`src/rtl/rst_gen_pkg.sv`:
```
// ============================================================================
// Module      : rst_gen_pkg
// Description : Shared definitions for the PLL-qualified reset sequencer:
//               FSM state encodings, default timing constants and the
//               saturating lock-loss counter helper.
// Ports       : none (package)
// Revision    : 1.0 - initial release
// ============================================================================
`timescale 1ns/1ps
`default_nettype none

package rst_gen_pkg;

  // Default build-time timing constants
  localparam int unsigned SYNC_STAGES_DEF    = 2;
  localparam int unsigned LOCK_FILTER_DEF    = 4;
  localparam int unsigned STRETCH_CYCLES_DEF = 16;
  localparam int unsigned CNT_W_DEF          = 8;

  // FSM state encodings (also exported on rst_state for LEDs/debug)
  localparam int unsigned ST_W = 2;
  localparam logic [ST_W-1:0] ST_WAIT    = 2'b00;
  localparam logic [ST_W-1:0] ST_STRETCH = 2'b01;
  localparam logic [ST_W-1:0] ST_RUN     = 2'b10;
  localparam logic [ST_W-1:0] ST_FAULT   = 2'b11;

  // Lock-loss counter
  localparam int unsigned   LOSS_W   = 4;
  localparam logic [LOSS_W-1:0] LOSS_MAX = 4'hF;

  // Increment that sticks at all-ones instead of wrapping
  function automatic logic [LOSS_W-1:0] loss_sat_inc(input logic [LOSS_W-1:0] v);
    return (v == LOSS_MAX) ? v : v + 4'd1;
  endfunction

endpackage : rst_gen_pkg

`default_nettype wire

```
`src/rtl/rst_gen_if.sv`:
```
// ============================================================================
// Module      : rst_gen_if
// Description : Bundle between the PLL / system side and the reset sequencer.
// Signals     : extlock       - PLL lock, asynchronous to clk
//               stdby         - PLL standby, asynchronous, high = not locked
//               sys_rst_n     - synchronized system reset, active-low
//               rst_state     - sequencer state for debug/LEDs
//               lock_loss_cnt - saturating count of lock losses in RUN
// Modports    : master - environment side (drives PLL status, sees reset)
//               slave  - rst_gen side
// Revision    : 1.0 - initial release
// ============================================================================
`timescale 1ns/1ps
`default_nettype none

interface rst_gen_if;
  import rst_gen_pkg::*;

  logic              extlock;
  logic              stdby;
  logic              sys_rst_n;
  logic [ST_W-1:0]   rst_state;
  logic [LOSS_W-1:0] lock_loss_cnt;

  modport master (
    output extlock,
    output stdby,
    input  sys_rst_n,
    input  rst_state,
    input  lock_loss_cnt
  );

  modport slave (
    input  extlock,
    input  stdby,
    output sys_rst_n,
    output rst_state,
    output lock_loss_cnt
  );

endinterface : rst_gen_if

`default_nettype wire

```
`src/rtl/rst_sync.sv`:
```
// ============================================================================
// Module      : rst_sync
// Description : STAGES-deep flop chain with asynchronous active-low clear.
//               With d_i tied high it is a reset synchronizer (async assert,
//               sync deassert); with d_i = a signal it is a plain level
//               synchronizer that reads 0 while cleared.
// Parameters  : STAGES - chain depth, 2..4
// Ports       : clk   - destination clock
//               rst_n - asynchronous clear, active-low
//               d_i   - data input (asynchronous to clk)
//               q_o   - synchronized output
// Revision    : 1.0 - initial release
// ============================================================================
`timescale 1ns/1ps
`default_nettype none

module rst_sync #(
  parameter int unsigned STAGES = 2
) (
  input  logic clk,
  input  logic rst_n,
  input  logic d_i,
  output logic q_o
);

  logic [STAGES-1:0] sync_q;

  always_ff @(posedge clk or negedge rst_n) begin
    if (!rst_n) begin
      sync_q <= '0;
    end else begin
      sync_q <= {sync_q[STAGES-2:0], d_i};
    end
  end

  assign q_o = sync_q[STAGES-1];

endmodule : rst_sync

`default_nettype wire

```
`src/rtl/rst_gen.sv`:
```
// ============================================================================
// Module      : rst_gen
// Description : Reset sequencer downstream of the PLL. Releases the system
//               reset only after PLL lock has been stable for LOCK_FILTER
//               cycles followed by STRETCH_CYCLES cycles; re-asserts it and
//               restarts the sequence whenever lock is lost.
// Parameters  : SYNC_STAGES    - depth of every synchronizer (2..4)
//               LOCK_FILTER    - consecutive lock_ok cycles before stretch
//               STRETCH_CYCLES - cycles held in reset after the filter
//               CNT_W          - width of the shared filter/stretch counter
// Ports       : clk   - system clock (PLL clk0_out)
//               rst_n - external reset, asynchronous, active-low
//               bus   - rst_gen_if.slave: extlock, stdby in;
//                       sys_rst_n, rst_state, lock_loss_cnt out
// Config      : RST_GEN_LOCK_BYPASS_EN - when defined, lock_ok is forced high
//               and the extlock/stdby synchronizers are not built.
// Revision    : 1.0 - initial release
// ============================================================================
`timescale 1ns/1ps
`default_nettype none

module rst_gen
  import rst_gen_pkg::*;
#(
  parameter int unsigned SYNC_STAGES    = SYNC_STAGES_DEF,
  parameter int unsigned LOCK_FILTER    = LOCK_FILTER_DEF,
  parameter int unsigned STRETCH_CYCLES = STRETCH_CYCLES_DEF,
  parameter int unsigned CNT_W          = CNT_W_DEF
) (
  input  logic     clk,
  input  logic     rst_n,
  rst_gen_if.slave bus
);

  // Terminal counter values, sized to the counter for the compares
  localparam logic [CNT_W-1:0] FILT_LAST = CNT_W'(LOCK_FILTER - 1);
  localparam logic [CNT_W-1:0] STR_LAST  = CNT_W'(STRETCH_CYCLES - 1);
  localparam logic [CNT_W-1:0] CNT_ONE   = CNT_W'(1);

  // --------------------------------------------------------------------------
  // Internal reset: asserts with rst_n, releases SYNC_STAGES edges later.
  // Every flop below, including the lock synchronizers, is cleared by it.
  // --------------------------------------------------------------------------
  logic irst_n;

  rst_sync #(
    .STAGES (SYNC_STAGES)
  ) u_rst_sync (
    .clk   (clk),
    .rst_n (rst_n),
    .d_i   (1'b1),
    .q_o   (irst_n)
  );

  // --------------------------------------------------------------------------
  // Lock qualification
  // --------------------------------------------------------------------------
  logic lock_ok;

`ifdef RST_GEN_LOCK_BYPASS_EN
  // PLL model never locks in these builds: treat the clock as always good.
  assign lock_ok = 1'b1;
`else
  logic extlock_s;
  logic stdby_s;

  rst_sync #(
    .STAGES (SYNC_STAGES)
  ) u_extlock_sync (
    .clk   (clk),
    .rst_n (irst_n),
    .d_i   (bus.extlock),
    .q_o   (extlock_s)
  );

  rst_sync #(
    .STAGES (SYNC_STAGES)
  ) u_stdby_sync (
    .clk   (clk),
    .rst_n (irst_n),
    .d_i   (bus.stdby),
    .q_o   (stdby_s)
  );

  // Both synchronizers clear to 0, so lock_ok reads low until the first
  // synchronized extlock arrives.
  assign lock_ok = extlock_s & ~stdby_s;
`endif

  // --------------------------------------------------------------------------
  // Sequencer FSM
  // --------------------------------------------------------------------------
  logic [ST_W-1:0]   state_q;
  logic [ST_W-1:0]   state_d;
  logic [CNT_W-1:0]  cnt_q;
  logic [CNT_W-1:0]  cnt_d;
  logic [LOSS_W-1:0] loss_q;
  logic [LOSS_W-1:0] loss_d;
  logic              sys_rst_n_q;
  logic              sys_rst_n_d;

  always_comb begin
    state_d = state_q;
    cnt_d   = cnt_q;
    loss_d  = loss_q;

    case (state_q)
      ST_WAIT: begin
        // Any lock_ok dropout restarts the filter from zero.
        if (!lock_ok) begin
          cnt_d = '0;
        end else if (cnt_q == FILT_LAST) begin
          state_d = ST_STRETCH;
          cnt_d   = '0;
        end else begin
          cnt_d = cnt_q + CNT_ONE;
        end
      end

      ST_STRETCH: begin
        if (!lock_ok) begin
          state_d = ST_WAIT;
          cnt_d   = '0;
        end else if (cnt_q == STR_LAST) begin
          // Counter is parked at zero in RUN so it never passes terminal.
          state_d = ST_RUN;
          cnt_d   = '0;
        end else begin
          cnt_d = cnt_q + CNT_ONE;
        end
      end

      ST_RUN: begin
        cnt_d = '0;
        if (!lock_ok) begin
          state_d = ST_FAULT;
          loss_d  = loss_sat_inc(loss_q);
        end
      end

      ST_FAULT: begin
        // One-cycle marker state so the loss is visible on rst_state.
        state_d = ST_WAIT;
        cnt_d   = '0;
      end

      default: begin
        state_d = ST_WAIT;
        cnt_d   = '0;
      end
    endcase
  end

  // Registered from next-state so the released reset cannot glitch.
  assign sys_rst_n_d = (state_d == ST_RUN);

  always_ff @(posedge clk or negedge irst_n) begin
    if (!irst_n) begin
      state_q     <= ST_WAIT;
      cnt_q       <= '0;
      loss_q      <= '0;
      sys_rst_n_q <= 1'b0;
    end else begin
      state_q     <= state_d;
      cnt_q       <= cnt_d;
      loss_q      <= loss_d;
      sys_rst_n_q <= sys_rst_n_d;
    end
  end

  assign bus.sys_rst_n     = sys_rst_n_q;
  assign bus.rst_state     = state_q;
  assign bus.lock_loss_cnt = loss_q;

endmodule : rst_gen

`default_nettype wire
```
`src/flat_wrapper.sv`:
```
// flat-port wrapper written by rule: the top's interface ports become plain ports
module rst_gen_flat import rst_gen_pkg::*;
#(
  parameter int unsigned SYNC_STAGES    = SYNC_STAGES_DEF,
  parameter int unsigned LOCK_FILTER    = LOCK_FILTER_DEF,
  parameter int unsigned STRETCH_CYCLES = STRETCH_CYCLES_DEF,
  parameter int unsigned CNT_W          = CNT_W_DEF
)
  (clk, rst_n, bus_extlock, bus_stdby, bus_sys_rst_n, bus_rst_state, bus_lock_loss_cnt);
  rst_gen_if bus_i ();
  input  logic clk;
  input  logic rst_n;
  input wire logic [$bits(bus_i.extlock)-1:0] bus_extlock;
  input wire logic [$bits(bus_i.stdby)-1:0] bus_stdby;
  output wire logic [$bits(bus_i.sys_rst_n)-1:0] bus_sys_rst_n;
  output wire logic [$bits(bus_i.rst_state)-1:0] bus_rst_state;
  output wire logic [$bits(bus_i.lock_loss_cnt)-1:0] bus_lock_loss_cnt;
  assign bus_i.extlock = bus_extlock;
  assign bus_i.stdby = bus_stdby;
  assign bus_sys_rst_n = bus_i.sys_rst_n;
  assign bus_rst_state = bus_i.rst_state;
  assign bus_lock_loss_cnt = bus_i.lock_loss_cnt;
  rst_gen #(.SYNC_STAGES(SYNC_STAGES), .LOCK_FILTER(LOCK_FILTER), .STRETCH_CYCLES(STRETCH_CYCLES), .CNT_W(CNT_W)) u_core (.clk(clk), .rst_n(rst_n), .bus(bus_i));
endmodule
```
`config.mk`:
```
export PLATFORM = sky130hd
export DESIGN_NAME = rst_gen_flat
export DESIGN_NICKNAME = d
export VERILOG_FILES = /design/src/rtl/rst_gen_pkg.sv /design/src/rtl/rst_gen_if.sv /design/src/rtl/rst_sync.sv /design/src/rtl/rst_gen.sv /design/src/flat_wrapper.sv
export SDC_FILE = /design/constraint.sdc
export NUM_CORES = 1
export LEC_CHECK = 0
export ABC_AREA = 1
export ABC_CLOCK_PERIOD_IN_PS = 2100
export BUFFER_PORTS_ARGS = -buffer_cell sky130_fd_sc_hd__clkbuf_2
export CORE_ASPECT_RATIO = 0.9
export CORE_MARGIN = 2
export CORE_UTILIZATION = 59
export CTS_CLUSTER_SIZE = 24
export DETAILED_ROUTE_END_ITERATION = 12
export GPL_TIMING_DRIVEN = 0
export HOLD_SLACK_MARGIN = 0.06
export PLACE_DENSITY = 0.81
export SLEW_MARGIN = 25
export SYNTH_ARGS = -nofsm -noshare
export SYNTH_HDL_FRONTEND = slang
export SYNTH_SLANG_ARGS = --single-unit
```
`constraint.sdc`:
```
create_clock -name clk -period 2.1 [get_ports clk]
set_clock_uncertainty 0.05 [all_clocks]
set_input_delay 0 -clock clk [delete_from_list [all_inputs] [get_ports clk]]
set_output_delay 0 -clock clk [all_outputs]
set_load 0.005 [all_outputs]
```
==> metrics.json, run 1 <==
{
  "status": "complete, no violations",
  "synthDistinctLibCells": 14,
  "timing.reg2reg.worst_path_depth": 6,
  "cts.htree.levels": 1,
  "drc": 0,
  "netSwitchingPower_mw": 0.138,
  "syn_area_per_cell_sq_um": 8.89,
  "ys_warn_count": 0,
  "syn_area_sq_um": 925,
  "postSynthRegisterBits": 21,
  "ios": 11,
  "peakVddDrop_mv": 0.477,
  "pwr-share-comb": 0.031,
  "power.density_nw_per_um2": 594,
  "antenna_cells": 0,
  "rows": 13,
  "period_needed_ps": 1570,
  "cts_tree": "done",
  "setup_tns_ps": 0,
  "chipWidth_um": 45.7,
  "setup_viol": 0,
  "timing.reg2reg.setup_slack_ps": 530,
  "fin_hold_ws_ps": 249,
  "worstSkewPairLatency_ps": 300,
  "timing.critical_path.from": "u_core.cnt_q[0]",
  "r2r-start": "u_core.cnt_q[0]",
  "setup.worst_path.start_class": "register",
  "core-area_sq_um": 1460,
  "grt_first_pass_wirelength_mm": 2.79,
  "routabilityCongestion": 0.853,
  "post_cts_buffers": 0,
  "critical_path_slowest_stage_cell": "dfrtp_1",
  "pwr-share-seq": 0.669,
  "grt_start_max_net_pins": 20,
  "critical_path.cell_chain": "ha_1, inv_1, nor3_1, nand2_1, nand2_2, a21oi_1",
  "power.internal_mw": 0.493,
  "cp_slowest_stage_delay_ps": 420,
  "drt-vias-per-instance": 5.07,
  "initial_core_util": 0.632,
  "floorplan.die_area_sq_um": 1900,
  "wl_mm": 1.60,
  "clk_transition_reported_paths_ps": 110,
  "buffer_ports.inserted": 10,
  "synth_seq_area_share": 0.568,
  "drive_gt1_frac": 0.148,
  "dp_hpwl_mm": 1.17,
  "synthToLayoutAreaGrowth_pct": 14.7,
  "worstHoldPathType": "reg2async",
  "fmax_mhz": 638,
  "cts_sinks": 21,
  "cts_buffer_depth": 2,
  "final_slew_viol_count": 0,
  "wl_per_cell_um": 11.7,
  "post_synth_inst_count": 104,
  "first_global_vias": 705,
  "critical_path.reg2reg.endpoint": "u_core.cnt_q[0]",
  "clockPowerShare": 0.300,
  "cts_root_buffer": "clkbuf_4",
  "total_leakage_power_nw": 0.526,
  "arrival_ps": 1700,
  "path_class": "reg2reg",
  "synth.net_count": 110,
  "via_count": 695,
  "critical_path_required_ps": 2230,
  "worst_slew_pin_slew_ps": 719,
  "grt_util_all_layers": 0.198,
  "power_switching_share": 0.218,
  "setup.worst_path.end_class": "register",
  "tritoncts.num_buffers": 3,
  "timing.final.crit_share": 0.746,
  "most-common-layout-cells": "23 x nand2_1, 21 x dfrtp_1, 13 x inv_1",
  "final-instance-count-excl-fill": 137,
  "slew_headroom": 0.520,
  "drv.max_cap_violation_count": 0,
  "grt_setup_unrepaired": "no",
  "overall_overflow_remaining_after_global_route": 0,
  "drt-pass1-iter-count": 3,
  "initial_drc_count": 11,
  "antenna_violations_before_repair": 0,
  "hold_vio_cnt_final": 0,
  "layout.cells.most_common": "nand2_1",
  "ant_nets": 0,
  "cell_count_after_placement": 129,
  "fp.dieH_um": 41.6,
  "crit_path_max_fanout": 8,
  "num-nets-final": 129
}
-- state kept, by name (all words and copies together) (netlist names) --
register,count
u_core.bus.lock_loss_cnt,4
u_core.u_rst_sync.sync_q,2
u_core.bus.sys_rst_n,1
u_core.cnt_q,8
u_core.u_extlock_sync.sync_q,2
u_core.bus.rst_state,2
u_core.u_stdby_sync.sync_q,2
-- per-stage QoR --
step | utilization | power (mW) | area, sq um | worst slack (ps)
after floorplan | - | 0.436 | 925 | 809
after global placement | 0.679 | 0.442 | 993 | 668
after detailed placement | 0.679 | 0.444 | 993 | 564
after CTS | 0.725 | 0.638 | 1060 | 553
after global routing | 0.725 | 0.662 | 1060 | 451
final | 0.725 | 0.630 | 1060 | 534
-- metal layers --
metal  wire (um)  up-vias  track usage
met5           0        -            0
met4           0        0       0.0857
met3          34        0       0.0391
met2         822        9        0.315
met1         746      326        0.258
li1            -      360            -
-- power by group through the flow --
| stage | Clock [mW] | Sequential, mW | Combinational, mW |
|---|---|---|---|
| 2_1_floorplan | 0 | 0.428 | 0.00810 |
| 3_3_place_gp | 0 | 0.430 | 0.0127 |
| 3_5_place_dp | 0 | 0.430 | 0.0134 |
| 4_1_cts | 0.196 | 0.422 | 0.0192 |
| 5_1_grt | 0.215 | 0.424 | 0.0219 |
| 6_report | 0.189 | 0.422 | 0.0194 |
-- worst max-delay path by stage --
stage,endpoint,slack [ps],depth (start not counted)
after CTS,u_core.cnt_q[0],550,6
after detailed placement,u_core.cnt_q[0],560,6
after global routing,u_core.cnt_q[5],450,6
after floorplan,u_core.cnt_q[0],810,6
after global placement,u_core.cnt_q[0],670,6
final,u_core.cnt_q[0],530,6
-- critical path: cells and delay by family, from the launching register on --
kind | cells | cell delay, ps
fa+ha+maj | 1 | 290
compound gates | 1 | 100
flops | 1 | 420
simple gates | 3 | 510
buf+inv | 1 | 90
-- Yosys cell counts (all sizes together) --
cell | count | area, sq um
a21oi | 9 | 45.0
conb | 1 | 3.75
dfrtp | 21 | 526
ha | 2 | 25.0
inv | 13 | 48.8
nand2 | 26 | 105
nand3 | 11 | 55.1
nor2 | 11 | 43.8
nor3 | 2 | 10.0
o21ai | 2 | 10.0
xnor2 | 4 | 35.0
xor2 | 2 | 17.5
-- cell type report --
class | count | area, sq um
Timing Repair Buffer | 14 | 90.1
Multi-Input combinational cell | 70 | 350
Fill cell | 117 | 403
Tap cell | 15 | 18.8
Clock inverter | 1 | 5.00
Inverter | 13 | 48.8
Clock buffer | 3 | 22.5
Sequential cell | 21 | 526
-- cell families after synthesis --
logic type               synth area share
XOR/XNOR                           0.0568
adder cells (fa/ha/maj)            0.0271
other                             0.00406
flip-flops                          0.568
buffers and inverters              0.0528
AO/OA/AOI/OAI                      0.0595
AND/OR/NAND/NOR                     0.231
-- timing repair --
| item | CTS | global route |
|---|---|---|
| hold buffers | 4 | 0 |
| hold endpoints to repair | 4 | 0 |
| resized for setup | 0 | 0 |
Note: power is estimated with default switching activity, not from simulation.
==> inputs of run 2 (changes only) <==
--- a/config.mk
+++ b/config.mk
@@ -5,17 +5,17 @@
 export SDC_FILE = /design/constraint.sdc
 export NUM_CORES = 1
 export LEC_CHECK = 0
-export ABC_AREA = 1
-export ABC_CLOCK_PERIOD_IN_PS = 2100
+export ABC_AREA = 0
+export ABC_CLOCK_PERIOD_IN_PS = 1500
 export BUFFER_PORTS_ARGS = -buffer_cell sky130_fd_sc_hd__clkbuf_2
 export CORE_ASPECT_RATIO = 0.9
 export CORE_MARGIN = 2
-export CORE_UTILIZATION = 59
+export CORE_UTILIZATION = 55
 export CTS_CLUSTER_SIZE = 24
 export DETAILED_ROUTE_END_ITERATION = 12
 export GPL_TIMING_DRIVEN = 0
 export HOLD_SLACK_MARGIN = 0.06
-export PLACE_DENSITY = 0.81
+export PLACE_DENSITY = 0.76
 export SLEW_MARGIN = 25
 export SYNTH_ARGS = -nofsm -noshare
 export SYNTH_HDL_FRONTEND = slang
==> constraint.sdc (replaced) <==
create_clock -name clk -period 1.5 [get_ports clk]
set_clock_uncertainty 0.05 [all_clocks]
set_input_delay 0 -clock clk [delete_from_list [all_inputs] [get_ports clk]]
set_output_delay 0 -clock clk [all_outputs]
set_load 0.005 [all_outputs]
==> metrics.json, run 2 <==
{
  "worst_slew_pin_slew": {"value": 738, "unit": "ps", "change": "+19.1 ps"},
  "tritoncts.num_buffers": {"value": 3, "change": "unchanged"},
  "ant_nets": {"value": 0, "change": "unchanged"},
  "total_leakage_power": {"value": 0.518, "unit": "nW", "change": "-1.4%"},
  "post_synth_inst_count": {"value": 85, "change": "-18%"},
  "num-nets-final": {"value": 113, "change": "-12%"},
  "cts_tree": "done",
  "final.fill_count": {"value": 134, "change": "+15%"},
  "finalInstanceArea": {"value": 1160, "unit": "sq um", "change": "+9.6%"},
  "chipWidth": {"value": 48.4, "unit": "um", "change": "+5.8%"},
  "dp_hpwl": {"value": 1.25, "unit": "mm", "change": "+6.5%"},
  "rows": {"value": 14, "change": "+1"},
  "yosysTopAreaCell": "dfrtp_1",
  "antenna_cells": {"value": 0, "change": "unchanged"},
  "worstSkewPairLatency": {"value": 300, "unit": "ps", "change": "about the same"},
  "drv.max_cap_violation_count": {"value": 0, "change": "unchanged"},
  "cts_buffer_depth": {"value": 2, "change": "unchanged"},
  "synthDistinctLibCells": {"value": 35, "change": "+21"},
  "cts.htree.levels": {"value": 1, "change": "unchanged"},
  "hold_vio_cnt_final": {"value": 0, "change": "unchanged"},
  "initial_core_util": {"value": 0.586, "change": "-0.0459"},
  "overall_overflow_remaining_after_global_route": {"value": 0, "change": "unchanged"},
  "drc": {"value": 0, "change": "unchanged"},
  "setup.worst_path.end_class": "register",
  "fmax": {"value": 693, "unit": "MHz", "change": "+8.5%"},
  "seqCellArea": {"value": 529, "unit": "sq um", "change": "+0.71%"},
  "status": "complete, no violations",
  "grt_start_max_net_pins": {"value": 20, "change": "unchanged"},
  "core-area": {"value": 1660, "unit": "sq um", "change": "+14%"},
  "setup_viol": {"value": 0, "change": "unchanged"},
  "ys_warn_count": {"value": 0, "change": "unchanged"},
  "post_synth_main_area_contributors": "dfrtp_1 54%, ha_1 2.6%, a211oi_1 2.3%",
  "critical_path_required": {"value": 1640, "unit": "ps", "change": "-590 ps"},
  "drt-vias-per-instance": {"value": 5.92, "change": "+17%"},
  "timing.final.crit_share": {"value": 0.962, "change": "+0.217"},
  "slew_headroom": {"value": 0.508, "change": "-0.0127"},
  "cts_root_buffer": "clkbuf_4",
  "routabilityCongestion": {"value": 0.817, "change": "-4.3%"},
  "dpl-instance-area": {"value": 1050, "unit": "sq um", "change": "+6.2%"},
  "wl": {"value": 1.91, "unit": "mm", "change": "+19%"},
  "worstHoldPathType": "reg2async",
  "postSynthRegisterBits": {"value": 21, "change": "unchanged"},
  "final_slew_viol_count": {"value": 0, "change": "unchanged"},
  "largest_register_ffs": {"value": 8, "change": "unchanged"},
  "synth_seq_area_share": {"value": 0.539, "change": "-0.0292"},
  "via_count": {"value": 769, "change": "+11%"},
  "path_class": "reg2reg",
  "grt_util_all_layers": {"value": 0.213, "change": "+0.0143"},
  "synthTopCellsByCount": "21 x dfrtp_1, 5 x nand2_1, 4 x nand3_1",
  "cts_sinks": {"value": 21, "change": "unchanged"},
  "setup.worst_path.start_class": "register",
  "clk_transition_reported_paths": {"value": 110, "unit": "ps", "change": "about the same"},
  "drive_gt1_frac": {"value": 0.274, "change": "+0.126"},
  "ios": {"value": 11, "change": "unchanged"},
  "first_global_vias": {"value": 750, "change": "+6.4%"},
  "wl_per_cell": {"value": 14.7, "unit": "um", "change": "+26%"},
  "post-layout-total-power": {"value": 0.884, "unit": "mW", "change": "+40%"},
  "initial_drc_count": {"value": 21, "change": "+10"},
  "fp.dieH": {"value": 43.9, "unit": "um", "change": "+5.7%"},
  "antenna_violations_before_repair": {"value": 0, "change": "unchanged"},
  "synth.net_count": {"value": 91, "change": "-17%"},
  "netlist.area_leader.share": {"value": 0.539, "change": "-0.0292"},
  "period_needed": {"value": 1440, "unit": "ps", "change": "-123 ps"},
  "most-common-layout-cells": "18 x dfrtp_1, 10 x clkbuf_2, 6 x buf_4",
  "synth.most_common_cell": "dfrtp_1",
  "buffer_ports.inserted": {"value": 10, "change": "unchanged"},
  "layout.cells.most_common": "dfrtp_1",
  "place_ws": {"value": -44.8, "unit": "ps", "change": "-609 ps"},
  "crit_path_max_fanout": {"value": 7, "change": "-1"},
  "synth_enable_flop_cells": {"value": 0, "change": "unchanged"},
  "postLayoutSetupSlackWorst": {"value": 56.4, "unit": "ps", "change": "-477 ps"},
  "regMostFlops": "u_core.cnt_q",
  "peakVddDrop": {"value": 0.833, "unit": "mV", "change": "+75%"},
  "arrival": {"value": 1580, "unit": "ps", "change": "-120 ps"},
  "syn_area": {"value": 975, "unit": "sq um", "change": "+5.4%"},
  "power.density": {"value": 760, "unit": "nW/um^2", "change": "+28%"},
  "synthToLayoutAreaGrowth_pct": 19.3,
  "combined_area_of_the_multi_input_logic_cells": {"value": 437, "unit": "sq um", "change": "+25%"},
  "drt-pass1-iter-count": {"value": 4, "change": "+1"},
  "syn_area_per_cell": {"value": 11.5, "unit": "sq um", "change": "+29%"},
  "async_flop_share": {"value": 1.00, "change": "unchanged"},
  "grt_first_pass_wirelength": {"value": 3.30, "unit": "mm", "change": "+18%"},
  "floorplan.die_area": {"value": 2130, "unit": "sq um", "change": "+12%"},
  "postSynth.topFlopCell": "dfrtp_1"
}
run 2: cell types whose count changed after synthesis, sizes merged, moves of 3 or more:
| cell | change |
|---|---|
| a211oi | +3 |
| a21oi | -7 |
| buf | +3 |
| inv | -12 |
| nand2 | -21 |
| nand2b | +3 |
| nand3 | -6 |
| nand4 | +3 |
| nor2 | -9 |
| nor2b | +3 |
| or3 | +3 |
| xnor2 | -3 |
run 2: what timing repair did:
| action | 4_1_cts | 5_1_grt |
|---|---|---|
| hold buffers | 4 | 0 |
| setup buffers | 0 | 4 |
| gates resized for setup | 1 | 5 |
| endpoints found under the hold margin | 4 | 0 |
| endpoints found under the setup margin | 2 | 10 |
| pin swaps | 1 | 1 |
run 2: final cells by class:
cell class / instances / area share
clock inverter: 1 / 0.00431
clock buffer: 3 / 0.0194
inverter: 1 / 0.00323
timing repair buffer: 18 / 0.103
tap: 24 / 0.0258
buffer: 2 / 0.0129
sequential: 21 / 0.455
multi-input combinational: 60 / 0.376
run 2: final timing paths:
check | from | end | slack, ps | cells past startpoint
max | u_core.bus.rst_state[0] | u_core.bus.lock_loss_cnt[1] | 60 | 3
min | u_core.u_rst_sync.sync_q[1] | u_core.bus.rst_state[0] | 260 | 0
max reg2reg | u_core.bus.rst_state[0] | u_core.bus.lock_loss_cnt[1] | 60 | 3
min reg2reg | u_core.u_rst_sync.sync_q[1] | u_core.bus.rst_state[0] | 260 | 0
max in group asynchronous | u_core.u_rst_sync.sync_q[1] | u_core.cnt_q[5] | 630 | 0
min in group clk | bus_stdby | u_core.u_stdby_sync.sync_q[0] | 300 | 2
run 2: power by group:
| group | switching [mW] | total, mW | internal, mW |
|---|---|---|---|
| Sequential | 0.0164 | 0.593 | 0.577 |
| Clock | 0.159 | 0.258 | 0.0992 |
| Combinational | 0.0148 | 0.0322 | 0.0174 |
run 2: per-layer routing:
metal  share of wire  global-route usage
met5               0                   0
met4          0.0068              0.0743
met3           0.049              0.0690
met1            0.47               0.274
met2            0.48               0.344
run 2: per-stage QoR:
stage / util / TNS, ps / std cells / hold slack, ps
floorplan: - / 0 / 85 / -346
global placement: 0.634 / 0 / 119 / -265
detailed placement: 0.634 / -44.8 / 119 / -262
CTS: 0.676 / 0 / 127 / 282
global route: 0.698 / -33.4 / 130 / 288
finish: 0.698 / 0 / 130 / 257
run 2: cell families (layout without fill, tap and decap cells):
family,Yosys count,after routing,share of synthesized area
simple gates,35,35,0.229
flops,21,21,0.539
compound gates,19,19,0.142
buf+inv,4,25,0.0308
fa+ha+maj,2,2,0.0257
xor+xnor,2,2,0.0180
other cells,1,1,0.00385
mux,1,1,0.0116
run 2: critical path: stages, from the launching register on:
cell     delay [ps]
dfrtp_1         510
and2b_1         280
nand3_1         150
mux2_2          340
